### src/rtl/l2_arbiter.sv
// -----------------------------------------------------------------------------
// l2_arbiter
//
// Two-port round-robin arbiter placing the instruction-side (port 0) and
// data-side (port 1) L1 caches in front of a single-request L2 cache.
// One transaction is in flight at a time. Its address, write flag and write
// data are latched at grant and held until the next grant. The transaction is
// offered to the L2 while in ISSUE until the L2 signals ready. The response
// comes back in WAIT and is returned to the owning port. A watchdog in WAIT
// ends a hung transaction with an error response.
//
// Ports
//   clk, reset               clock; asynchronous active-high reset
//   pN_valid/addr/is_write/w_data   request from L1 port N (held until ack)
//   pN_ack                   one-cycle pulse: request latched
//   pN_resp_valid            one-cycle pulse: response available
//   pN_resp_hit/err/r_data   response fields, held until next response
//   l2_mem_ready             L2 accepts a request only while high
//   l2_req_valid/addr/is_write/w_data   request to L2 (valid in ISSUE)
//   l2_resp_valid/hit/data   response pulse from L2
// -----------------------------------------------------------------------------
module l2_arbiter #(
    parameter int ADDR_WIDTH = 32,
    parameter int DATA_WIDTH = 32,
    parameter int TIMEOUT    = 64   // legal range 2..255
) (
    input  logic                  clk,
    input  logic                  reset,

    input  logic                  p0_valid,
    input  logic [ADDR_WIDTH-1:0] p0_addr,
    input  logic                  p0_is_write,
    input  logic [DATA_WIDTH-1:0] p0_w_data,
    output logic                  p0_ack,
    output logic                  p0_resp_valid,
    output logic                  p0_resp_hit,
    output logic                  p0_resp_err,
    output logic [DATA_WIDTH-1:0] p0_r_data,

    input  logic                  p1_valid,
    input  logic [ADDR_WIDTH-1:0] p1_addr,
    input  logic                  p1_is_write,
    input  logic [DATA_WIDTH-1:0] p1_w_data,
    output logic                  p1_ack,
    output logic                  p1_resp_valid,
    output logic                  p1_resp_hit,
    output logic                  p1_resp_err,
    output logic [DATA_WIDTH-1:0] p1_r_data,

    input  logic                  l2_mem_ready,
    output logic                  l2_req_valid,
    output logic [ADDR_WIDTH-1:0] l2_req_addr,
    output logic                  l2_req_is_write,
    output logic [DATA_WIDTH-1:0] l2_req_w_data,
    input  logic                  l2_resp_valid,
    input  logic                  l2_resp_hit,
    input  logic [DATA_WIDTH-1:0] l2_resp_data
);

    typedef enum logic [1:0] {
        IDLE  = 2'd0,
        ISSUE = 2'd1,
        WAIT  = 2'd2
    } state_t;

    // The watchdog fires on the cycle the timer reaches TIMEOUT-1, so an
    // 8-bit timer never wraps for any legal TIMEOUT.
    localparam logic [7:0] TIMER_LAST = 8'(TIMEOUT - 1);

    state_t     state;
    state_t     state_next;
    logic       owner;          // port that owns the in-flight transaction
    logic       last_gnt;       // port granted most recently
    logic [7:0] timer;

    logic       grant;          // a request is taken this cycle
    logic       grant_port;     // which port is taken
    logic       resp_take;      // L2 response accepted this cycle
    logic       resp_timeout;   // watchdog expired this cycle
    logic       resp_done;

    // ------------------------------------------------------------------
    // State register
    // ------------------------------------------------------------------
    // NOTE: sequential state is assigned with <= so every register samples
    // the values from before the edge, independent of statement order.
    always_ff @(posedge clk or posedge reset) begin
        if (reset) begin
            state <= IDLE;
        end else begin
            state <= state_next;
        end
    end

    // ------------------------------------------------------------------
    // Next-state and per-cycle decisions
    // ------------------------------------------------------------------
    // NOTE: every signal written here gets a default first, so no path can
    // leave one unassigned and infer a latch.
    always_comb begin
        state_next   = state;
        grant        = 1'b0;
        grant_port   = 1'b0;
        resp_take    = 1'b0;
        resp_timeout = 1'b0;

        case (state)
            IDLE: begin
                if (p0_valid || p1_valid) begin
                    grant      = 1'b1;
                    // On a tie the port that did not win last time goes next.
                    grant_port = (p0_valid && p1_valid) ? ~last_gnt : p1_valid;
                    state_next = ISSUE;
                end
            end
            ISSUE: begin
                if (l2_mem_ready) begin
                    state_next = WAIT;
                end
            end
            WAIT: begin
                // A real response on the watchdog's last cycle still wins.
                if (l2_resp_valid) begin
                    resp_take  = 1'b1;
                    state_next = IDLE;
                end else if (timer == TIMER_LAST) begin
                    resp_timeout = 1'b1;
                    state_next   = IDLE;
                end
            end
            default: begin
                state_next = IDLE;
            end
        endcase
    end

    assign resp_done    = resp_take | resp_timeout;
    assign l2_req_valid = (state == ISSUE);

    // ------------------------------------------------------------------
    // Grant bookkeeping and latched request fields
    // ------------------------------------------------------------------
    always_ff @(posedge clk or posedge reset) begin
        if (reset) begin
            owner           <= 1'b0;
            last_gnt        <= 1'b1;   // port 0 wins the first tie
            l2_req_addr     <= '0;
            l2_req_is_write <= 1'b0;
            l2_req_w_data   <= '0;
        end else if (grant) begin
            owner           <= grant_port;
            last_gnt        <= grant_port;
            l2_req_addr     <= grant_port ? p1_addr     : p0_addr;
            l2_req_is_write <= grant_port ? p1_is_write : p0_is_write;
            l2_req_w_data   <= grant_port ? p1_w_data   : p0_w_data;
        end
    end

    // ------------------------------------------------------------------
    // Watchdog timer: cleared on the ISSUE->WAIT edge, counts in WAIT
    // ------------------------------------------------------------------
    always_ff @(posedge clk or posedge reset) begin
        if (reset) begin
            timer <= 8'd0;
        end else if (state == ISSUE && l2_mem_ready) begin
            timer <= 8'd0;
        end else if (state == WAIT) begin
            timer <= timer + 8'd1;
        end
    end

    // ------------------------------------------------------------------
    // Ack and response-valid pulses, owner port only
    // ------------------------------------------------------------------
    always_ff @(posedge clk or posedge reset) begin
        if (reset) begin
            p0_ack        <= 1'b0;
            p1_ack        <= 1'b0;
            p0_resp_valid <= 1'b0;
            p1_resp_valid <= 1'b0;
        end else begin
            p0_ack        <= grant & ~grant_port;
            p1_ack        <= grant & grant_port;
            p0_resp_valid <= resp_done & ~owner;
            p1_resp_valid <= resp_done & owner;
        end
    end

    // ------------------------------------------------------------------
    // Per-port response fields; held until that port's next response
    // ------------------------------------------------------------------
    always_ff @(posedge clk or posedge reset) begin
        if (reset) begin
            p0_r_data   <= '0;
            p0_resp_hit <= 1'b0;
            p0_resp_err <= 1'b0;
        end else if (resp_done && !owner) begin
            p0_r_data   <= resp_take ? l2_resp_data : '0;
            p0_resp_hit <= resp_take & l2_resp_hit;
            p0_resp_err <= resp_timeout;
        end
    end

    always_ff @(posedge clk or posedge reset) begin
        if (reset) begin
            p1_r_data   <= '0;
            p1_resp_hit <= 1'b0;
            p1_resp_err <= 1'b0;
        end else if (resp_done && owner) begin
            p1_r_data   <= resp_take ? l2_resp_data : '0;
            p1_resp_hit <= resp_take & l2_resp_hit;
            p1_resp_err <= resp_timeout;
        end
    end

endmodule
### config.mk
export PLATFORM = sky130hd
export DESIGN_NAME = l2_arbiter
export DESIGN_NICKNAME = d
export VERILOG_FILES = /design/src/rtl/l2_arbiter.sv
export SDC_FILE = /design/constraint.sdc
export NUM_CORES = 1
export LEC_CHECK = 0
export CAP_MARGIN = 0
export CORE_MARGIN = 3
export CORE_UTILIZATION = 47
export CTS_BUF_LIST = sky130_fd_sc_hd__clkbuf_4 sky130_fd_sc_hd__clkbuf_8
export CTS_CLUSTER_DIAMETER = 150
export DETAILED_ROUTE_END_ITERATION = 6
export GPL_TIMING_DRIVEN = 1
export PLACE_DENSITY = 0.92
export SLEW_MARGIN = 40
export SYNTH_ARGS = -nofsm -noshare
export SYNTH_HDL_FRONTEND = slang
export SYNTH_SLANG_ARGS = --single-unit
### constraint.sdc
create_clock -name clk -period 6.9 [get_ports clk]
set_clock_uncertainty 0.15 [all_clocks]
set_input_delay 0.69 -clock clk [delete_from_list [all_inputs] [get_ports clk]]
set_output_delay 0.69 -clock clk [all_outputs]
set_load 0.005 [all_outputs]
## Yosys cells after proc, flatten, opt, wreduce, memory -nomap -nowiden

Index checks and enable logic that the tools add are counted.

| cells by class | value |
|---|---|
| multiplexer cells | 21 |
| reductions and logical operators | 9 |
| add/subtract/negate cells | 1 |
| bitwise gates (word level) | 9 |
| equality and inequality tests | 6 |

Operator list:

| operator | number |
|---|---|
| $mux W32 | 3 |
| $mux W8 | 2 |
| $mux W1 | 11 |
| $add A8 B1 Y8 const B | 1 |
| $eq A8 B6 Y1 const B | 1 |
| $mux W2 | 4 |
| $pmux W2 S3 | 1 |
| $and A1 B1 Y1 | 5 |
| $logic_and A1 B1 Y1 | 4 |
| $ne A2 B2 Y1 const B | 2 |
| $ne A3 B3 Y1 const B | 1 |
| $not A1 Y1 | 3 |
| $reduce_and A3 Y1 | 1 |
| $eq A2 B1 Y1 const B | 1 |
| $eq A2 B2 Y1 const B | 1 |
| $logic_not A2 Y1 | 1 |
| $reduce_bool A2 Y1 | 1 |
| $logic_not A1 Y1 | 1 |
| $logic_or A1 B1 Y1 | 1 |
| $or A1 B1 Y1 | 1 |

| word-level totals | value |
|---|---|
| flip-flop bits (word level) | 149 |
| input port bits | 169 |
| output and inout bits | 138 |
| logic and storage cells | 63 |

## Longest topological paths before layout

Gate-level depths: netlist (run 1).

| logic depth | value |
|---|---|
| word-level depth | 6 |
| gate-level depth with buffers | 6 |

## Worst setup path before layout (run 1)

No wires, ideal clock.

| timing path | value |
|---|---|
| kind | in2reg |
| start point | input port p1_valid |
| end point | register l2_req_addr[11] |
| cell stages on the path | 5 |
| slack | 5.104 ns |
| arrival | 1.513 ns |
| library setup time | 0.133 ns |
| data required time | 6.617 ns |
| buffers on the path | 2 |
| cell sequence | a21boi_2 -> buf_2 -> buf_4 -> mux2i_1 -> o21ai_0 |

| on the way | value |
|---|---|
| longest elaborated chain between the ends | 5 |
| elaborated cells on any way between the ends | 8 |
| those cells by class | 6 x mux; 2 x reduce/logical |

Ends and longest elaborated chain:

| what | RTL line | RTL |
|---|---|---|
| start, declared | 40 | `input logic p1_valid,` |
| $logic_and A1 B1 Y1 | 112 | `grant_port = (p0_valid && p1_valid) ? ~last_gnt : p1_valid;` |
| $mux W1 | 112 |  |
| $mux W1 | 109 | `if (p0_valid \|\| p1_valid) begin` |
| $mux W1 | 107 | `case (state)` |
| $mux W32 | 153 | `l2_req_addr <= grant_port ? p1_addr : p0_addr;` |
| end signal, assigned | 153 |  |
| end, declared | 52 | `output logic [ADDR_WIDTH-1:0] l2_req_addr,` |

Several ways; a longest one is shown, not always the timed one.
A chain may end at the register's enable or synchronous reset.

## Final worst setup path (run 1)

| timing path | value |
|---|---|
| start point | input port p0_valid |
| end point | register l2_req_w_data[8] |

| on the way | value |
|---|---|
| longest elaborated chain between the ends | 5 |
| elaborated cells on any way between the ends | 8 |
| those cells by class | 6 x mux; 2 x reduce/logical |

Ends and longest elaborated chain:

| what | RTL line | RTL |
|---|---|---|
| start, declared | 30 | `input logic p0_valid,` |
| $logic_and A1 B1 Y1 | 112 |  |
| $mux W1 | 112 |  |
| $mux W1 | 109 |  |
| $mux W1 | 107 |  |
| $mux W32 | 155 | `l2_req_w_data <= grant_port ? p1_w_data : p0_w_data;` |
| end signal, assigned | 155 |  |
| end, declared | 54 | `output logic [DATA_WIDTH-1:0] l2_req_w_data,` |

Several ways; a longest one is shown, not always the timed one.

==> results.cfg, run 1 <==
[status]
outcome = finished, final reports clean

[cells_and_area]
layout.nets = 1129
area_growth_pct = 51.6
final_util_pct = 74.3
fillers = 951
stdcell_count = 1152
drive_above_1_share_pct = 8.65

[clock_network]
htreeDepth = 4
postCtsHoldBufs = 0
clock-sinks = 149
clkLatencyLatePin_ns = 0.44
cts_made_buffers = 17
clk_pin_slew_ns = 0.08
clockBufferDepth = 2
postCtsSetupBuffers = 0
cts-root-buf = clkbuf_8
tritoncts = done
cts_resized = 0

[power_and_ir_drop]
leakage_nw = 4.72
finalPower_w = 0.00392
p_per_area_nw_per_um2 = 372
p_switching_w = 0.00132
power_frac_comb_pct = 44.5
peakVddDrop_mv = 0.196
switching_share_pct = 33.6
p_seq_share_pct = 36.6
intPower_w = 0.00260
pwr-share-clk_pct = 18.9

[route]
initialDrtViolationCount = 529
post-route-drc-count = 0
ant_nets = 0
drt-total-wl_um = 22700
viasPerCell = 5.76
num_vias = 6632
first_pass_iters = 5
wl_per_cell_um = 19.7

[logic_synthesis]
async_reset_ff_share_pct = 100
yosysSeqAreaShare_pct = 53.8
avgSynthCellArea_um2 = 10.2
netlist.area_leader.share_pct = 53.4
synth_top_family_by_area = compound AO/OA/AOI/OAI gates
synthAdderAreaFrac_pct = 0.180
yosys-top-cells-count = dfrtp_1, o21ai_0, inv_1, nor2_1, a21oi_1
synth_area_leaders = dfrtp_1, o21ai_0, a22oi_2
synthSimpleGateAreaFrac_pct = 6.80
synth_flop_cell = dfrtp_1
synth.net_count = 852
synth.most_common_cell = dfrtp_1
synth.largest_area_cell = dfrtp_1
yosys_warnings = 0
synth_xor_area_share_pct = 0.126
synth_mux_area_share_pct = 1.59
synth_compound_gate_area_share_pct = 29.3
ys_seq_elements = 149
synth_edf_count = 0
yosysUniqueCellTypes = 45
netlist_area_um2 = 6940
synthCells = 682

[floorplanning]
die_area_um2 = 16300
ios = 307
core_um2 = 14100
num_rows = 43
die_y_um = 127
start_util_pct = 49.0
die_w_um = 127

[timing]
max_freq_ghz = 0.362
min_period_ns = 2.76
final.setup.tns_ns = 0
drv_slew = 0
worst_pin_slew_ns = 0.831
rsz0062_at_grt = false
slew_headroom_pct = 44.6
hold_viol_final = 0
finalCritPeriodShare_pct = 40.0
finalSetupViolCount = 0

[worst_hold_path]
hold_class = reg2reg

[critical_path]
cp_data_arrival_time_ns = 2.94
path_buf_inv = 3
startpoint_type = primary input
critical_path_required_ns = 7.08
cpMostUsedCell = buf_4
slowest_delay_ns = 0.63
crit_type = in2reg
cp_slowest_cell = nor2_2
end_kind = register
crit_path_cell_trace = clkdlybuf4s50_1 -> nor2_2 -> buf_4 -> nor3_2 -> buf_4 -> a221o_1
path_delay_family = buffers and inverters
critPathMaxFanout = 27
r2r_slack_ns = 4.52

[global_route]
grt_pass1_wl_um = 35700
overflow = 0
grt_pass1_vias = 6648
antenna_found_initial = 1
grt_max_degree = 80
grtUsageTotal_pct = 27.6

[placed_design]
hpwl_um = 15700
place_congestion = 0.836
placement.io_buffers = 306
dp.cells = 1120

[run]
maxCapViolCount = 0
[cell families after synthesis]
group / count (synthesis)
AOI/OAI and AO/OA: 299
DFF: 149
buffers and inverters: 131
and+or+nand+nor: 90
muxes: 11
xor gates and xnor gates: 1
adders and majority gates: 1
[power groups by stage]
stage          Sequential (W)  Clock, W  Combinational [W]
4_1_cts               0.00143  0.000753            0.00176
2_1_floorplan         0.00142         0           0.000819
5_1_grt               0.00147  0.000792            0.00189
3_3_place_gp          0.00143         0            0.00169
3_5_place_dp          0.00144         0            0.00175
6_report              0.00143  0.000742            0.00174
[worst reg2reg max path, stage by stage, from the launching register on]
cell,delay [ns]
dfrtp_1,0.55
nor2_4,0.14
buf_4,0.50
o21ai_4,0.12
buf_4,0.35
a221o_1,0.46
[state kept, by name (all words and copies together), names as in the netlist]
register,cells
last_gnt,1
p0_ack,1
owner,1
l2_req_addr,32
state,2
p0_resp_hit,1
p1_resp_err,1
p1_ack,1
p1_resp_valid,1
p1_r_data,32
l2_req_is_write,1
p0_resp_err,1
p0_r_data,32
p1_resp_hit,1
timer,8
p0_resp_valid,1
l2_req_w_data,32
[layout by cell type, fill, tap and decap left out, types with 2 or more instances in the layout]
| master | synthesis | layout |
|---|---|---|
| o21ai_4 | 0 | 2 |
| mux2i_1 | 11 | 11 |
| o21ai_0 | 97 | 97 |
| nor2b_1 | 4 | 4 |
| nand2_1 | 3 | 3 |
| o211ai_1 | 3 | 3 |
| clkdlybuf4s50_1 | 0 | 306 |
| inv_1 | 70 | 69 |
| clkinv_2 | 0 | 3 |
| a22oi_2 | 28 | 28 |
| nand3_1 | 6 | 6 |
| o22a_1 | 2 | 2 |
| nor2_1 | 41 | 39 |
| a21oi_1 | 39 | 39 |
| clkbuf_8 | 0 | 19 |
| o31ai_1 | 38 | 38 |
| dfrtp_1 | 148 | 148 |
| clkbuf_4 | 0 | 3 |
| a22oi_1 | 38 | 38 |
| nor3_1 | 3 | 3 |
| bufinv_16 | 0 | 4 |
| buf_4 | 6 | 11 |
| nand3b_1 | 2 | 2 |
| a221o_1 | 19 | 19 |
| and3_1 | 19 | 19 |
| o21ai_1 | 29 | 28 |
[path summary, 6_finish.rpt]
path                       cells past startpoint                       endpoint                  from
max                                            6   l2_req_w_data[8]$_DFFE_PP0N_              p0_valid
min                                            1           timer[7]$_DFFE_PP0P_  timer[7]$_DFFE_PP0P_
max reg2reg                                    5  l2_req_w_data[12]$_DFFE_PP0N_  state[0]$_DFFE_PP0P_
min reg2reg                                    1           timer[7]$_DFFE_PP0P_  timer[7]$_DFFE_PP0P_
max in group asynchronous                      3  l2_req_w_data[19]$_DFFE_PP0N_                 reset
min in group asynchronous                      2      p1_r_data[27]$_DFFE_PP0P_                 reset
[final cells by class]
class                      instances  area, um^2  share of cell area (%)
tap                              180         225                    2.14
antenna                            1        2.50                  0.0238
clock inverter                     9         151                    1.44
timing repair buffer             319        3170                    30.2
clock buffer                      22         284                    2.70
multi-input combinational        402        2690                    25.5
inverter                          70         268                    2.55
sequential                       149        3730                    35.5
[stage by stage]
step	setup WS (ns)	hold slack [ns]	cell area, um^2
2_1_floorplan	2.05	0.292	6940
3_3_place_gp	3.66	0.320	10100
3_5_place_dp	3.66	0.331	10100
4_1_cts	4.16	0.333	10500
5_1_grt	4.04	0.350	10500
6_report	4.14	0.333	10500
[routing by layer]
metal / vias to the layer above / track usage (%) / share of wire (%)
met5: - / 0 / 0
met4: 0 / 10.2 / 3.1
met3: 50 / 8.49 / 9.6
met2: 331 / 46.9 / 50
met1: 3239 / 33.2 / 37
li1: 3012 / - / -
Power figures use the tool's default switching activity.
==> run 2: changes to the inputs <==
--- a/config.mk
+++ b/config.mk
@@ -7,12 +7,12 @@
 export LEC_CHECK = 0
 export CAP_MARGIN = 0
 export CORE_MARGIN = 3
-export CORE_UTILIZATION = 47
+export CORE_UTILIZATION = 44
 export CTS_BUF_LIST = sky130_fd_sc_hd__clkbuf_4 sky130_fd_sc_hd__clkbuf_8
 export CTS_CLUSTER_DIAMETER = 150
 export DETAILED_ROUTE_END_ITERATION = 6
 export GPL_TIMING_DRIVEN = 1
-export PLACE_DENSITY = 0.92
+export PLACE_DENSITY = 0.88
 export SLEW_MARGIN = 40
 export SYNTH_ARGS = -nofsm -noshare
 export SYNTH_HDL_FRONTEND = slang
==> constraint.sdc (replaced) <==
create_clock -name clk -period 2.9 [get_ports clk]
set_clock_uncertainty 0.15 [all_clocks]
set_input_delay 0.29 -clock clk [delete_from_list [all_inputs] [get_ports clk]]
set_output_delay 0.29 -clock clk [all_outputs]
set_load 0.005 [all_outputs]
==> run 2 against run 1 <==
  * Non-clock buffer count rose by 3
  * First-iteration DRC count fell by 12%
  * Combinational power rose by 140%
  * Utilization fell by 5.1 points
  * Largest cell class unchanged
  * Clock-buffer cell count fell by 3
  * Setup slack got worse by 3.6 ns
  * Highest routed layer is now met5
  * Critical path depth fell by 2
  * Final area rose by 0.80%
  * Via count fell by 0.29%
  * Final cell count rose by 2.9%
  * Global-route usage fell by 2.1 points
  * Clock power rose by 120%
==> results.cfg, run 2 (synthesized netlist as in run 1, its figures left out) <==
[status]
outcome = finished, final reports clean

[floorplanning]
die_y_um = 132
die_area_um2 = 17300
start_util_pct = 45.3
core_um2 = 15300
num_rows = 45
ios = 307
die_w_um = 132

[global_route]
overflow = 0
grt_max_degree = 150
grt_pass1_wl_um = 35700
grtUsageTotal_pct = 25.5
grt_pass1_vias = 6572
antenna_found_initial = 1

[power_and_ir_drop]
leakage_nw = 4.73
switching_share_pct = 34.5
p_per_area_nw_per_um2 = 871
p_switching_w = 0.00319
power_frac_comb_pct = 45.6
p_seq_share_pct = 36.9
intPower_w = 0.00605
pwr-share-clk_pct = 17.5
peakVddDrop_mv = 0.452

[critical_path]
crit_path_cell_trace = nand3b_1 -> buf_12 -> a22oi_1 -> o21ai_0
startpoint_type = register
path_delay_family = simple AND/OR/NAND/NOR gates
path_buf_inv = 1
cp_slowest_cell = nand3b_1
cp_data_arrival_time_ns = 2.46
crit_type = reg2reg
slowest_delay_ns = 0.70
critical_path_required_ns = 3.04
end_kind = register
critPathMaxFanout = 23
cp.depth = 4
r2r_slack_ns = 0.58
r2r_cells = 4

[clock_network]
cts-root-buf = clkbuf_8
cts_made_buffers = 17
clockBufferDepth = 2
clock-sinks = 149
cts_resized = 0
clkLatencyLatePin_ns = 0.43
clk_pin_slew_ns = 0.08
postCtsSetupBuffers = 0
postCtsHoldBufs = 0
tritoncts = done
htreeDepth = 4

[route]
ant_nets = 0
wl_met2_um = 11100
wl_met1_um = 8900
initialDrtViolationCount = 463
dr.max_layer_used = met5
first_pass_iters = 5
viasPerCell = 5.58
met3_length_um = 1910
num_vias = 6613
post-route-drc-count = 0
drt-total-wl_um = 22400
wl_per_cell_um = 18.9

[run]
maxCapViolCount = 0

[timing]
hold_viol_final = 0
final.setup.tns_ns = 0
finalSetupViolCount = 0
finalCritPeriodShare_pct = 80.2
slew_headroom_pct = 49.5
rsz0062_at_grt = false
drv_slew = 0
worst_pin_slew_ns = 0.756
max_freq_ghz = 0.430
layout_setup_ws_ns = 0.576
min_period_ns = 2.32

[cells_and_area]
drive_above_1_share_pct = 8.93
final_common_cell = clkdlybuf4s50_1
area_growth_pct = 52.8
final_cell_mix = clkdlybuf4s50_1, dfrtp_1, o21ai_0
layout.nets = 1132
fillers = 1151
diodes = 0

[placed_design]
hpwl_um = 15300
place_congestion = 0.814
place_ws_ns = 0.477
placement.io_buffers = 306

[worst_hold_path]
hold_class = in2async
==> run 2: per-layer routing <==
layer / GRT usage (%) / vias to the layer above
met5: 0 / -
met4: 7.64 / 2
met3: 8.04 / 32
met2: 42.1 / 298
met1: 32.3 / 3259
li1: - / 3022
==> run 2: cell type report <==
class / count / area [um^2] / share of cell area, %
clock inverter: 12 / 129 / 1.22
tap: 211 / 264 / 2.49
timing repair buffer: 322 / 3270 / 30.8
multi-input combinational: 402 / 2690 / 25.3
sequential: 149 / 3730 / 35.2
clock buffer: 19 / 262 / 2.47
inverter: 70 / 267 / 2.51
==> run 2: power by group through the flow <==
stage               clock [W]  sequential, W  combinational, W
floorplan                   0        0.00337           0.00195
global placement            0        0.00338           0.00412
detailed placement          0        0.00343           0.00424
CTS                   0.00163        0.00341           0.00425
global route          0.00173        0.00350           0.00457
finish                0.00161        0.00341           0.00421
==> run 2: through the flow <==
| stage | util, % | instance area, um^2 | hold WS, ns | power [W] | cells |
|---|---|---|---|---|---|
| after floorplan | - | 6940 | 0.237 | 0.00532 | 682 |
| after global placement | 66.5 | 10200 | 0.323 | 0.00751 | 1153 |
| after detailed placement | 66.5 | 10200 | 0.319 | 0.00766 | 1153 |
| after CTS | 69.1 | 10600 | 0.270 | 0.00929 | 1184 |
| after global routing | 69.2 | 10600 | 0.162 | 0.00981 | 1185 |
| final | 69.2 | 10600 | 0.136 | 0.00923 | 1185 |
==> run 2: tightest hold or removal path: stages <==
cell,delay (ns)
clkdlybuf4s50_1,0.44
clkinvlp_4,0.10
buf_12,0.30
==> run 2: final timing paths <==
kind / end / from
hold reg to reg: timer[7]$_DFFE_PP0P_ / timer[7]$_DFFE_PP0P_
setup reg to reg: p1_r_data[24]$_DFFE_PP0P_ / state[0]$_DFFE_PP0P_
hold / removal: l2_req_addr[29]$_DFFE_PP0N_ / reset
max in group asynchronous: l2_req_addr[11]$_DFFE_PP0N_ / reset
min in group clk: l2_req_addr[12]$_DFFE_PP0N_ / p1_addr[12]
setup / recovery: p1_r_data[24]$_DFFE_PP0P_ / state[0]$_DFFE_PP0P_
